==> config.mk <==
export PLATFORM = sky130hd
export DESIGN_NAME = uart_tx_fifo
export DESIGN_NICKNAME = d
export VERILOG_FILES = /design/src/rtl/uart_tx_fifo.sv
export SDC_FILE = /design/constraint.sdc
export NUM_CORES = 1
export LEC_CHECK = 0
export CORE_ASPECT_RATIO = 0.75
export CORE_UTILIZATION = 55
export DETAILED_ROUTE_END_ITERATION = 6
export PLACE_DENSITY = 0.84
export SLEW_MARGIN = 15
export SYNTH_ARGS = -nofsm -noshare
export SYNTH_HDL_FRONTEND = slang
export SYNTH_SLANG_ARGS = --single-unit
==> constraint.sdc <==
create_clock -name clock -period 5.4 [get_ports clock]
set_input_delay 0.81 -clock clock [delete_from_list [all_inputs] [get_ports clock]]
set_output_delay 0.81 -clock clock [all_outputs]
set_load 0.05 [all_outputs]
==> src/rtl/uart_tx_fifo.sv <==
// rtl/uart_tx_fifo.sv - byte FIFO with a drain FSM that feeds the uart TX send/busy interface
module uart_tx_fifo #(
  parameter int DATA_BITS = 8,
  parameter int DEPTH     = 16
) (
  input  logic                   clock,
  input  logic                   reset,
  input  logic                   flush,
  input  logic [DATA_BITS-1:0]   in_data,
  input  logic                   in_valid,
  output logic                   in_ready,
  output logic [DATA_BITS-1:0]   tx_data,
  output logic                   tx_send,
  input  logic                   tx_busy,
  output logic [$clog2(DEPTH):0] count,
  output logic                   empty,
  output logic                   full
);

  localparam int PW = $clog2(DEPTH);
  localparam int CW = PW + 1;

  localparam logic [1:0] S_IDLE      = 2'd0;
  localparam logic [1:0] S_SEND      = 2'd1;
  localparam logic [1:0] S_WAIT_BUSY = 2'd2;
  localparam logic [1:0] S_WAIT_DONE = 2'd3;

  logic [DATA_BITS-1:0] mem [DEPTH];

  logic [1:0]           state_q, state_d;
  logic [PW-1:0]        rd_ptr_q, rd_ptr_d;
  logic [PW-1:0]        wr_ptr_q, wr_ptr_d;
  logic [CW-1:0]        count_q, count_d;
  logic [DATA_BITS-1:0] tx_data_q, tx_data_d;
  logic                 tx_send_q, tx_send_d;
  logic                 push, pop;

  assign empty    = (count_q == '0);
  assign full     = (count_q == CW'(DEPTH));
  assign in_ready = !full;
  assign count    = count_q;
  assign tx_data  = tx_data_q;
  assign tx_send  = tx_send_q;

  // A flushing cycle never stores the byte offered alongside it.
  assign push = in_valid && !full && !flush;
  assign pop  = (state_q == S_IDLE) && !empty;

  always_comb begin
    state_d   = state_q;
    rd_ptr_d  = rd_ptr_q;
    wr_ptr_d  = wr_ptr_q;
    count_d   = count_q;
    tx_data_d = tx_data_q;
    tx_send_d = tx_send_q;

    case (state_q)
      S_IDLE: begin
        if (pop) begin
          tx_data_d = mem[rd_ptr_q];
          tx_send_d = 1'b1;
          rd_ptr_d  = rd_ptr_q + PW'(1);
          state_d   = S_SEND;
        end
      end
      S_SEND: begin
        tx_send_d = 1'b0;
        state_d   = S_WAIT_BUSY;
      end
      S_WAIT_BUSY: begin
        if (tx_busy) state_d = S_WAIT_DONE;
      end
      default: begin
        if (!tx_busy) state_d = S_IDLE;
      end
    endcase

    if (push) wr_ptr_d = wr_ptr_q + PW'(1);

    case ({push, pop})
      2'b10:   count_d = count_q + CW'(1);
      2'b01:   count_d = count_q - CW'(1);
      default: count_d = count_q;
    endcase

    // Flush empties the queue but lets an in-flight pop and character complete.
    if (flush) begin
      rd_ptr_d = '0;
      wr_ptr_d = '0;
      count_d  = '0;
    end
  end

  always_ff @(posedge clock or posedge reset) begin
    if (reset) begin
      state_q   <= S_IDLE;
      rd_ptr_q  <= '0;
      wr_ptr_q  <= '0;
      count_q   <= '0;
      tx_data_q <= '0;
      tx_send_q <= 1'b0;
    end else begin
      state_q   <= state_d;
      rd_ptr_q  <= rd_ptr_d;
      wr_ptr_q  <= wr_ptr_d;
      count_q   <= count_d;
      tx_data_q <= tx_data_d;
      tx_send_q <= tx_send_d;
    end
  end

  always_ff @(posedge clock) begin
    if (push) mem[wr_ptr_q] <= in_data;
  end

endmodule

**Yosys cells after proc, flatten, opt, wreduce, memory -nomap -nowiden**

Memory sizes are Yosys's and may differ from the RTL's. A register that Yosys moved wholly into a read port is not among the register bits.
Index checks and enable logic that the tools add are counted.

- Register bits after elaboration: 16
- Memory bits (writable): 128
- Output and inout port bits: 17
- Word-level logic and storage cells: 50
- Memories kept: 1

- $add $sub $neg: 4
- Equal/unequal tests: 8
- Mux-type cells: 15
- Reductions and logical operators: 17

Memories:

| name | depth | bits a word | read ports | clocked after Yosys merged registers in | wr ports | line | source |
|---|---|---|---|---|---|---|---|
| mem | 16 | 8 | 1 | 1 | 1 | 28 | `logic [DATA_BITS-1:0] mem [DEPTH];` |

Operator list:

| operator | number |
|---|---|
| $mux W4 | 5 |
| $pmux W5 S2 | 1 |
| $add A4 B1 Y4 const B | 2 |
| $reduce_bool A2 Y1 | 4 |
| $mux W2 | 3 |
| $pmux W2 S3 | 1 |
| $reduce_and A2 Y1 | 3 |
| $add A5 B1 Y5 const B | 1 |
| $eq A5 B5 Y1 const B | 1 |
| $logic_not A5 Y1 | 1 |
| $mux W5 | 1 |
| $sub A5 B1 Y5 const B | 1 |
| $eq A2 B1 Y1 const B | 2 |
| $eq A2 B2 Y1 const B | 2 |
| $ne A2 B2 Y1 const B | 2 |
| $ne A4 B1 Y1 const B | 1 |
| $logic_and A1 B1 Y1 | 3 |
| $logic_not A1 Y1 | 3 |
| $mux W1 | 3 |
| $reduce_and A3 Y1 | 1 |
| $reduce_bool A3 Y1 | 1 |
| $logic_not A2 Y1 | 1 |
| $pmux W1 S2 | 1 |

**Longest topological paths before layout**

Gate-level depths: netlist (run 1).

- Word-level depth: 7
- Depth in mapped cells: 12

**Least setup slack after synthesis (run 1)**

OpenSTA, ideal clock, no wires.

- Path type: register to register
- Start point: register count_q[2] (netlist: count[2])
- End point: register count_q[4] (netlist: count[4])
- Setup time: 134 ps
- Arrival time: 2709 ps
- Required time: 5266 ps
- Path slack: 2556 ps
- Stages on the path, launching flop included: 11
- Path buffers: 0
- Clock period less this slack: 2844 ps
- Cells stage by stage: dfrtp_1 > or4_4 > o21a_1 > nand2_1 > inv_1 > ha_1 > nor2b_1 > o21a_1 > nor4_1 > o21ai_0 > nor3b_2

- Word-level cells in the longest chain between the ends: 7
- Elaborated cells on any way between the ends: 14

Ends and longest elaborated chain:

| item | line | source |
|---|---|---|
| from (decl) | 33 | `logic [CW-1:0] count_q, count_d;` |
| from (signal assigned) | 106 | `count_q <= count_d;` |
| $eq A5 B5 Y1 | 39 | `assign full = (count_q == CW'(DEPTH));` |
| $logic_not A1 Y1 | 46 | `assign push = in_valid && !full && !flush;` |
| $logic_and A1 B1 Y1 (2 in series) | 46 |  |
| $eq A2 B1 Y1 / $eq A2 B2 Y1 (equally long branches) | 80 | `case ({push, pop})` |
| $pmux W5 S2 | 80 |  |
| $mux W5 | 87 | `if (flush) begin` |

Parallel ways exist; a longest one is shown, timed or not.
A chain may end at the register's enable or synchronous reset.

**Worst setup path after layout (run 1)**

- Start point: register count_q[2] (netlist: count[2])
- End point: output empty

- Word-level cells in the longest chain between the ends: 1

Ends and longest elaborated chain:

| item | line | source |
|---|---|---|
| $logic_not A5 Y1 | 38 | `assign empty = (count_q == '0);` |
| to (decl) | 16 | `output logic empty,` |

Every way passes these cells.

==> results of run 1 <==
power groups by stage:
stage | Combinational (mW) | Sequential [mW] | Clock, mW
2_1_floorplan | 0.417 | 1.59 | 0
3_3_place_gp | 0.756 | 1.46 | 0
3_5_place_dp | 0.779 | 1.47 | 0
4_1_cts | 0.783 | 1.45 | 1.06
5_1_grt | 0.843 | 1.46 | 1.11
6_report | 0.783 | 1.45 | 1.05
cells by family after synthesis:
| logic type | Yosys count |
|---|---|
| compound gates | 26 |
| xor+xnor | 6 |
| fa+ha+maj | 13 |
| buf+inv | 28 |
| flops | 152 |
| mux | 52 |
| simple gates | 70 |
final cells by class:
class | count | area (um^2)
fillers | 725 | 3820
clock inverters | 4 | 18.8
well taps | 140 | 175
multi-input cells | 167 | 1660
inverters | 12 | 45.0
flip-flops and latches | 152 | 4450
repair buffers | 31 | 305
clock buffers | 28 | 507
worst max path at each step:
stage / depth (start not counted) / endpoint / startpoint / slack (ps)
after CTS: 3 / empty / count[2]$_DFFE_PP0P_ / 2160
after global routing: 3 / empty / count[2]$_DFFE_PP0P_ / 2100
after floorplan: 10 / count[4]$_DFFE_PP0P_ / count[2]$_DFFE_PP0P_ / 2560
after detailed placement: 11 / count[4]$_DFFE_PP0P_ / flush / 1960
after global placement: 11 / count[4]$_DFFE_PP0P_ / flush / 2120
final: 3 / empty / count[2]$_DFFE_PP0P_ / 2180
state kept, by name, summed over array words and instances (netlist names):
register / cells
tx_send: 1
state_q: 2
count: 5
rd_ptr_q: 4
mem: 128
tx_data: 8
wr_ptr_q: 4
stage by stage:
stage | setup slack (ps) | hold WS (ps) | util
5_1_grt | 2100 | 531 | 0.652
4_1_cts | 2160 | 509 | 0.652
3_5_place_dp | 1960 | 497 | 0.604
6_report | 2180 | 506 | 0.652
2_1_floorplan | 2560 | 500 | -
3_3_place_gp | 2120 | 488 | 0.604
worst register-to-register path: stages, from the launching register on:
cell	delay (ps)
dfrtp_1	430
or4_4	600
o21a_1	310
nand2_1	140
inv_1	90
ha_1	310
nor2b_1	150
o21a_1	190
nor4_1	250
o21ai_0	140
nor3b_2	170
synth_stat cells (all sizes together) (3+ instances only):
cell,count
clkbuf,7
inv,12
and3,4
mux2i,16
xor2,5
nand2,23
ha,12
mux4,32
nand3,3
buf,9
o21ai,5
o221ai,8
nor2,27
mux2,4
edfxtp,128
dfrtp,24
a21oi,5
per-layer routing:
layer / vias up / GRT usage / routed length (um)
li1: 1425 / - / -
met1: 1653 / 0.304 / 5210
met2: 141 / 0.362 / 5840
met3: 12 / 0.0621 / 740
met4: 0 / 0.0742 / 123
met5: - / 0 / 0
==> results.yml, run 1 <==
run_status:
  outcome: "finished with violations"
  violations: "DRC"
worst_hold_path:
  hold_class: "reg2reg"
  hold_end: "tx_data[5]$_DFFE_PP0P_"
  hold_depth: 2
  hp-start: "tx_data[5]$_DFFE_PP0P_"
synthesis:
  synth_nets: 373
  async_reset_ff_frac: 0.158
  synth_xor_area_frac: 0.00844
  netlist.area_leader.share: 0.617
  synthAdderAreaFrac: 0.0273
  yosysUniqueCellTypes: 39
  ys.warnings.count: 0
  yosysTopAreaCell: "edfxtp_1"
  synth_mux_area_frac: 0.149
  synth_top_family_by_area: "multiplexers"
  synth_area_leaders: "edfxtp_1, mux4_2, dfrtp_1"
  syn_inst: 347
  syn_avg_cell_area_um2: 17.9
  yosys.area_share.simple: 0.0512
  ys_ff_latch: 152
  synth_area_um2: 6230
  synth_edf_count: 128
  synth-main-ff-cell: "edfxtp_1"
  yosysSeqAreaShare: 0.714
  synth_compound_area_frac: 0.0316
pwr:
  swShare: 0.305
  p_comb_frac: 0.239
  p_int_mw: 2.28
  clkPwrFrac: 0.319
  power.net_switching_mw: 1.00
  power_mw: 3.28
  pwr-share-seq: 0.442
  irDropWorstVdd_mv: 0.280
  leakage_nw: 2.43
  powerDensity_nw_per_um2: 457
timing:
  fin_tns_setup_ps: 0
  rsz0062_at_grt: "no"
  worstMarginPinSlew_ps: 1220
  finalCritPeriodShare: 0.597
  setup_viol_count_final: 0
  slew_viol_final: 0
  maxSlewHeadroom: 0.189
  max_freq_ghz: 0.310
  hold_viol: 0
  worst_clock_skew_ps: 6.67
  finalCriticalPeriod_ps: 3220
clock_tree:
  cts_buffer_depth: 2
  cts_sinks: 152
  h-tree-depth: 4
  cts_setup_buffers: 0
  root_buffer: "clkbuf_16"
  ctsHoldBuffers: 0
  cts_tree: "yes"
  numCtsBuffers: 17
  cts_resized: 0
  clk_latency_ps: 420
  clk_pin_slew_ps: 60
setup_path:
  r2r-start: "count[2]$_DFFE_PP0P_"
  crit_chain: "or4_4 -> nor2_1 -> clkdlybuf4s50_1"
  path_delay_family: "buffers and inverters"
  critPathMaxStageDelay_ps: 820
  crit_fanout: 5
  cp.required_ps: 4590
  crit_type: "reg2out"
  critPathSlowestCell: "clkdlybuf4s50_1"
  ff2ff_path_depth: 10
  path_buf_inv: 1
  rrSetupSlack_ps: 2500
  timing.rr.end: "count[4]$_DFFE_PP0P_"
  critPathArrivalTime_ps: 2410
  end_kind: "output pin"
  crit_path_start_kind: "register"
global_routing:
  grt_pass1_vias: 3209
  antenna_found_initial: 0
  grt_overflow: 0
  track_usage: 0.226
  grt_pass1_wl_um: 18500
  grt_max_degree: 35
die:
  dieWidth_um: 125
  core_area_um2: 11000
  fp-row-count: 33
  dieArea_um2: 11800
  die_h_um: 94.1
  start_util: 0.567
  io-pin-count: 30
placed_design:
  dp.cells: 502
  placed_area_um2: 6640
  gp_congestion: 0.864
  dp_hpwl_um: 7330
  io_buffers: 29
cells_and_area:
  final_cell_mix: "edfxtp_1, mux4_2, clkdlybuf4s50_1"
  drive_above_1_share: 0.165
  antennaDiodeCount: 0
  final_common_cell: "edfxtp_1"
  area_growth_pct: 15.0
  nNetsFinal: 407
  design_area_um2: 7160
  finalNonFillerCells: 534
routing:
  drc: 2
  routed_wl_um: 11900
  wire_per_inst_um: 22.3
  vias: 3231
  drt_iter0_drc: 239
  ant_nets: 0
  firstDrtPassIters: 6
  viasPerCell: 6.05
flow_run:
  maxCapViolCount: 0
(Power assumes the default switching activity.)
==> inputs of run 2 (changes only) <==
- CORE_UTILIZATION: 55 -> 54
- PLACE_DENSITY: 0.84 -> 0.85
- clock period: 5.4 -> 2.8 ns (I/O delays scaled with it)
==> run 2 against run 1 <==
Against the previous run: register-to-register slack worse by 2300 ps; utilization up 1.8 points; critical path depth up 7; non-clock buffer count up 22; die area up 1.8%; the run now ends clean; clock power up 110%; hold slack worse by 120 ps; sequential share of layout area down 2.1 points; setup slack worse by 2000 ps; flip-flop and latch count unchanged; routed wire length up 3.8%; global-route usage up 0.73 points.
==> results.yml, run 2 (synthesis results as in run 1) <==
run_status:
  outcome: "finished, final reports clean"
cells_and_area:
  final_cell_mix: "edfxtp_1, mux4_2, nor2_1, clkdlybuf4s50_1, buf_4"
  top_register: "mem"
  nNetsFinal: 429
  finalNonFillerCells: 556
  area_growth_pct: 19.1
  final_common_cell: "edfxtp_1"
  antennaDiodeCount: 0
  drive_above_1_share: 0.231
  largest_reg_flops: 128
clock_tree:
  cts_sinks: 152
  cts_buffer_depth: 2
  cts_setup_buffers: 0
  clk_pin_slew_ps: 60
  cts_tree: "yes"
  clk_latency_ps: 420
  root_buffer: "clkbuf_16"
  h-tree-depth: 4
  numCtsBuffers: 17
  ctsHoldBuffers: 0
setup_path:
  crit_path_start: "count[2]$_DFFE_PP0P_"
  critPathMaxStageDelay_ps: 580
  crit_fanout: 5
  cp.required_ps: 3100
  critPathSlowestCell: "or4_4"
  crit_chain: "or4_4 -> o21a_1 -> nand2_2 -> inv_1 -> ha_1 -> a21o_1 -> a21oi_1 -> xor2_1 -> nor2_1 -> mux2_1"
  crit_path_start_kind: "register"
  r2r-start: "count[2]$_DFFE_PP0P_"
  critPathArrivalTime_ps: 2930
  crit_type: "reg2reg"
  rrSetupSlack_ps: 170
  end_kind: "register"
pwr:
  leakage_nw: 2.59
  pwr-share-seq: 0.421
  clkPwrFrac: 0.338
  swShare: 0.302
  p_int_mw: 4.61
  p_comb_frac: 0.241
  irDropWorstVdd_mv: 0.633
  powerDensity_nw_per_um2: 892
  power.net_switching_mw: 2.00
placed_design:
  dp.cells: 524
  dp_hpwl_um: 8060
  gp_congestion: 0.835
  io_buffers: 29
timing:
  max_freq_ghz: 0.380
  finalCritPeriodShare: 0.939
  worst_clock_skew_ps: 6.47
  worstMarginPinSlew_ps: 748
  setup_viol_count_final: 0
  rsz0062_at_grt: "no"
  finalCriticalPeriod_ps: 2630
  maxSlewHeadroom: 0.502
  slew_viol_final: 0
  fin_tns_setup_ps: 0
  hold_viol: 0
die:
  io-pin-count: 30
  die_h_um: 95.0
  dieArea_um2: 12000
  core_area_um2: 11100
  dieWidth_um: 126
  start_util: 0.563
  fp-row-count: 33
global_routing:
  grt_pass1_wl_um: 19500
  grt_max_degree: 34
  antenna_found_initial: 0
  track_usage: 0.233
  grt_overflow: 0
  grt_pass1_vias: 3439
routing:
  wire_per_inst_um: 22.2
  routed_wl_um: 12400
  firstDrtPassIters: 5
  drt_iter0_drc: 270
  drc: 0
  viasPerCell: 6.02
  ant_nets: 0
  vias: 3349
worst_hold_path:
  hold_class: "in2async"
flow_run:
  maxCapViolCount: 0
## run 2: changes by cell type in the layout (fill, tap and decap cells not counted), moves of 2 or more
cell,before,now
buf_4,2,23
clkdlybuf4s50_1,29,27
dfrtp_1,22,19
clkbuf_1,7,3
dfrtp_2,2,5
bufinv_16,0,2
clkinvlp_4,0,2
## run 2: layout make-up
class	count	area, um^2
Sequential cell	152	4450
Fill cell	714	3650
Multi-Input combinational cell	167	1670
Clock buffer	24	492
Timing Repair Buffer	53	484
Tap cell	140	175
Clock inverter	8	93.8
Inverter	12	45.0
## run 2: power by group through the flow
stage / Sequential, mW / Combinational (mW) / Clock (mW)
2_1_floorplan: 3.07 / 0.804 / 0
3_3_place_gp: 2.81 / 1.52 / 0
3_5_place_dp: 2.83 / 1.58 / 0
4_1_cts: 2.78 / 1.59 / 2.25
5_1_grt: 2.81 / 1.70 / 2.35
6_report: 2.78 / 1.59 / 2.23
## run 2: worst max-delay path, delay by kind of cell, from the launching register on
| family | cells | cell delay [ps] |
|---|---|---|
| AOI/OAI and AO/OA | 3 | 560 |
| xor gates and xnor gates | 1 | 170 |
| adders and majority gates | 1 | 270 |
| buffers and inverters | 1 | 70 |
| DFF | 1 | 430 |
| muxes | 1 | 290 |
| and+or+nand+nor | 3 | 710 |
## run 2: metal layers
layer  track usage  part of all wire  vias to the layer above
met5             0                 0                        -
met4        0.0803             0.012                        0
met3        0.0629             0.073                       17
li1              -                 -                     1472
met2         0.361              0.48                      128
met1         0.323              0.44                     1732
## run 2: final timing paths
check	depth (start not counted)	end
setup / recovery	10	count[3]$_DFFE_PP0P_
setup reg to reg	10	count[3]$_DFFE_PP0P_
min in group clock	2	tx_data[7]$_DFFE_PP0P_
max in group asynchronous	3	wr_ptr_q[3]$_DFFE_PP0P_
hold / removal	2	tx_send$_DFFE_PP0P_
hold reg to reg	2	tx_data[7]$_DFFE_PP0P_
## run 2: repair_timing
action                                  in CTS  in global routing
pin swaps                                    0                  0
gates cloned                                 0                  0
resized for setup                            1                  3
endpoints found under the setup margin       1                  2
## run 2: through the flow
stage           util  worst slack (ps)  cell area, um^2  power (mW)  hold WS, ps
2_1_floorplan      -              26.3             6230        3.88          434
3_3_place_gp   0.616               174             6820        4.33          484
3_5_place_dp   0.616              90.7             6820        4.40          487
4_1_cts        0.669              83.2             7400        6.62          389
5_1_grt        0.670              25.7             7410        6.86          452
6_report       0.670               171             7410        6.61          387
==> inputs of run 3 (changes only) <==
- RECOVER_POWER: default -> 50
==> run 3 against run 2 <==
Against the previous run: utilization decreased by 0.11 points; cell area down 0.17%; setup slack got worse by 8.0 ps; routed wire length up 0.41%; flip-flop and latch count unchanged; combinational power is essentially flat; sequential power is essentially flat; first-iteration DRC count is 1.9% lower.
==> results.yml, run 3 (synthesis results as in run 1) <==
worst_hold_path:
  hold_class: "reg2reg"
clock_tree:
  cts_sinks: 152
  h-tree-depth: 4
  clk_pin_slew_ps: 60
  cts_tree: "yes"
  cts_setup_buffers: 0
  clk_latency_ps: 420
  cts_buffer_depth: 2
  numCtsBuffers: 17
  root_buffer: "clkbuf_16"
routing:
  routed_wl_um: 12400
  vias: 3378
  wire_per_inst_um: 22.3
  viasPerCell: 6.08
  ant_nets: 0
  drt_iter0_drc: 265
  firstDrtPassIters: 5
  drc: 0
cells_and_area:
  top_register: "mem"
  nNetsFinal: 429
  final_common_cell: "edfxtp_1"
  finalNonFillerCells: 556
  antennaDiodeCount: 0
  drive_above_1_share: 0.221
  area_growth_pct: 18.9
  final_cell_mix: "edfxtp_1, mux4_2, nor2_1"
  fin_util: 0.669
  design_area_um2: 7400
  largest_reg_flops: 128
setup_path:
  cp.required_ps: 3100
  critPathArrivalTime_ps: 2940
  rrSetupSlack_ps: 160
  ff2ff_path_depth: 10
  crit_type: "reg2reg"
  r2r-start: "count[2]$_DFFE_PP0P_"
  end_kind: "register"
  cp-endpoint: "count[3]$_DFFE_PP0P_"
  crit_fanout: 5
  crit_path_start_kind: "register"
  timing.rr.end: "count[3]$_DFFE_PP0P_"
  crit_path_start: "count[2]$_DFFE_PP0P_"
die:
  core_area_um2: 11100
  dieArea_um2: 12000
  fp-row-count: 33
  io-pin-count: 30
  start_util: 0.563
  dieWidth_um: 126
  die_h_um: 95.0
timing:
  fin_tns_setup_ps: 0
  hold_viol: 0
  hold_ws_ps: 511
  finalCritPeriodShare: 0.942
  worstMarginPinSlew_ps: 733
  setup_viol_count_final: 0
  max_freq_ghz: 0.379
  finalCriticalPeriod_ps: 2640
  worst_clock_skew_ps: 7.18
  rsz0062_at_grt: "no"
  setup_ws_ps: 163
  slew_viol_final: 0
  maxSlewHeadroom: 0.512
global_routing:
  grt_overflow: 0
  grt_pass1_wl_um: 19500
  grt_pass1_vias: 3439
  grt_max_degree: 34
  track_usage: 0.233
  antenna_found_initial: 0
placed_design:
  dp.cells: 524
  dp_hpwl_um: 8060
  placed_area_um2: 6820
  place_ws_ps: 90.7
  gp_congestion: 0.835
  io_buffers: 29
pwr:
  powerDensity_nw_per_um2: 892
  leakage_nw: 2.58
  irDropWorstVdd_mv: 0.633
  power_mw: 6.60
flow_run:
  maxCapViolCount: 0
run_status:
  outcome: "finished, final reports clean"
==> run 3: changes by cell type in the layout (fill, tap and decap cells not counted), sizes merged <==
cell	previous run	this run
clkdlybuf4s50	27	18
dlygate4sd3	0	9
buf	24	21
clkbuf	24	27
==> run 3: area by class of cell <==
type / instances / area [um^2]
clock buffers: 24 / 492
multi-input cells: 167 / 1670
repair buffers: 53 / 473
clock inverters: 8 / 93.8
fillers: 720 / 3660
flip-flops and latches: 152 / 4450
well taps: 140 / 175
inverters: 12 / 45.0
==> run 3: report_power, final <==
group	switching (mW)	total, mW	internal, mW
Combinational	1.00	1.58	0.581
Clock	0.832	2.23	1.40
Sequential	0.170	2.79	2.62
Total	2.00	6.60	4.60
==> run 3: worst min-delay path by stage <==
stage / from / to / cells past startpoint
floorplan: reset / count[4]$_DFFE_PP0P_ / 1
global placement: tx_data[2]$_DFFE_PP0P_ / tx_data[2]$_DFFE_PP0P_ / 2
detailed placement: tx_data[7]$_DFFE_PP0P_ / tx_data[7]$_DFFE_PP0P_ / 2
CTS: reset / tx_send$_DFFE_PP0P_ / 2
global route: tx_data[7]$_DFFE_PP0P_ / tx_data[7]$_DFFE_PP0P_ / 2
finish: tx_data[7]$_DFFE_PP0P_ / tx_data[7]$_DFFE_PP0P_ / 2
==> run 3: timing repair <==
item                                    in CTS  in global routing
resized for setup                            1                  3
pin swaps                                    0                  0
hold buffers                                 0                  0
hold endpoints to repair                     0                  0
endpoints found under the setup margin       1                  2
==> run 3: critical path, stage by stage (launching register included) <==
cell and delay [ps]:
dfrtp_1 430, or4_4 590, o21a_1 210, nand2_2 80, inv_1 70, ha_1 270, a21o_1 180, a21oi_1 170
xor2_1 170, nor2_1 50, mux2_1 290
==> run 3: routing by layer <==
layer  track usage  vias up  wire [um]
li1              -     1472          -
met1         0.323     1754       5640
met2         0.361      126       5860
met3        0.0629       26        707
met4        0.0803        0        207
met5             0        -          0
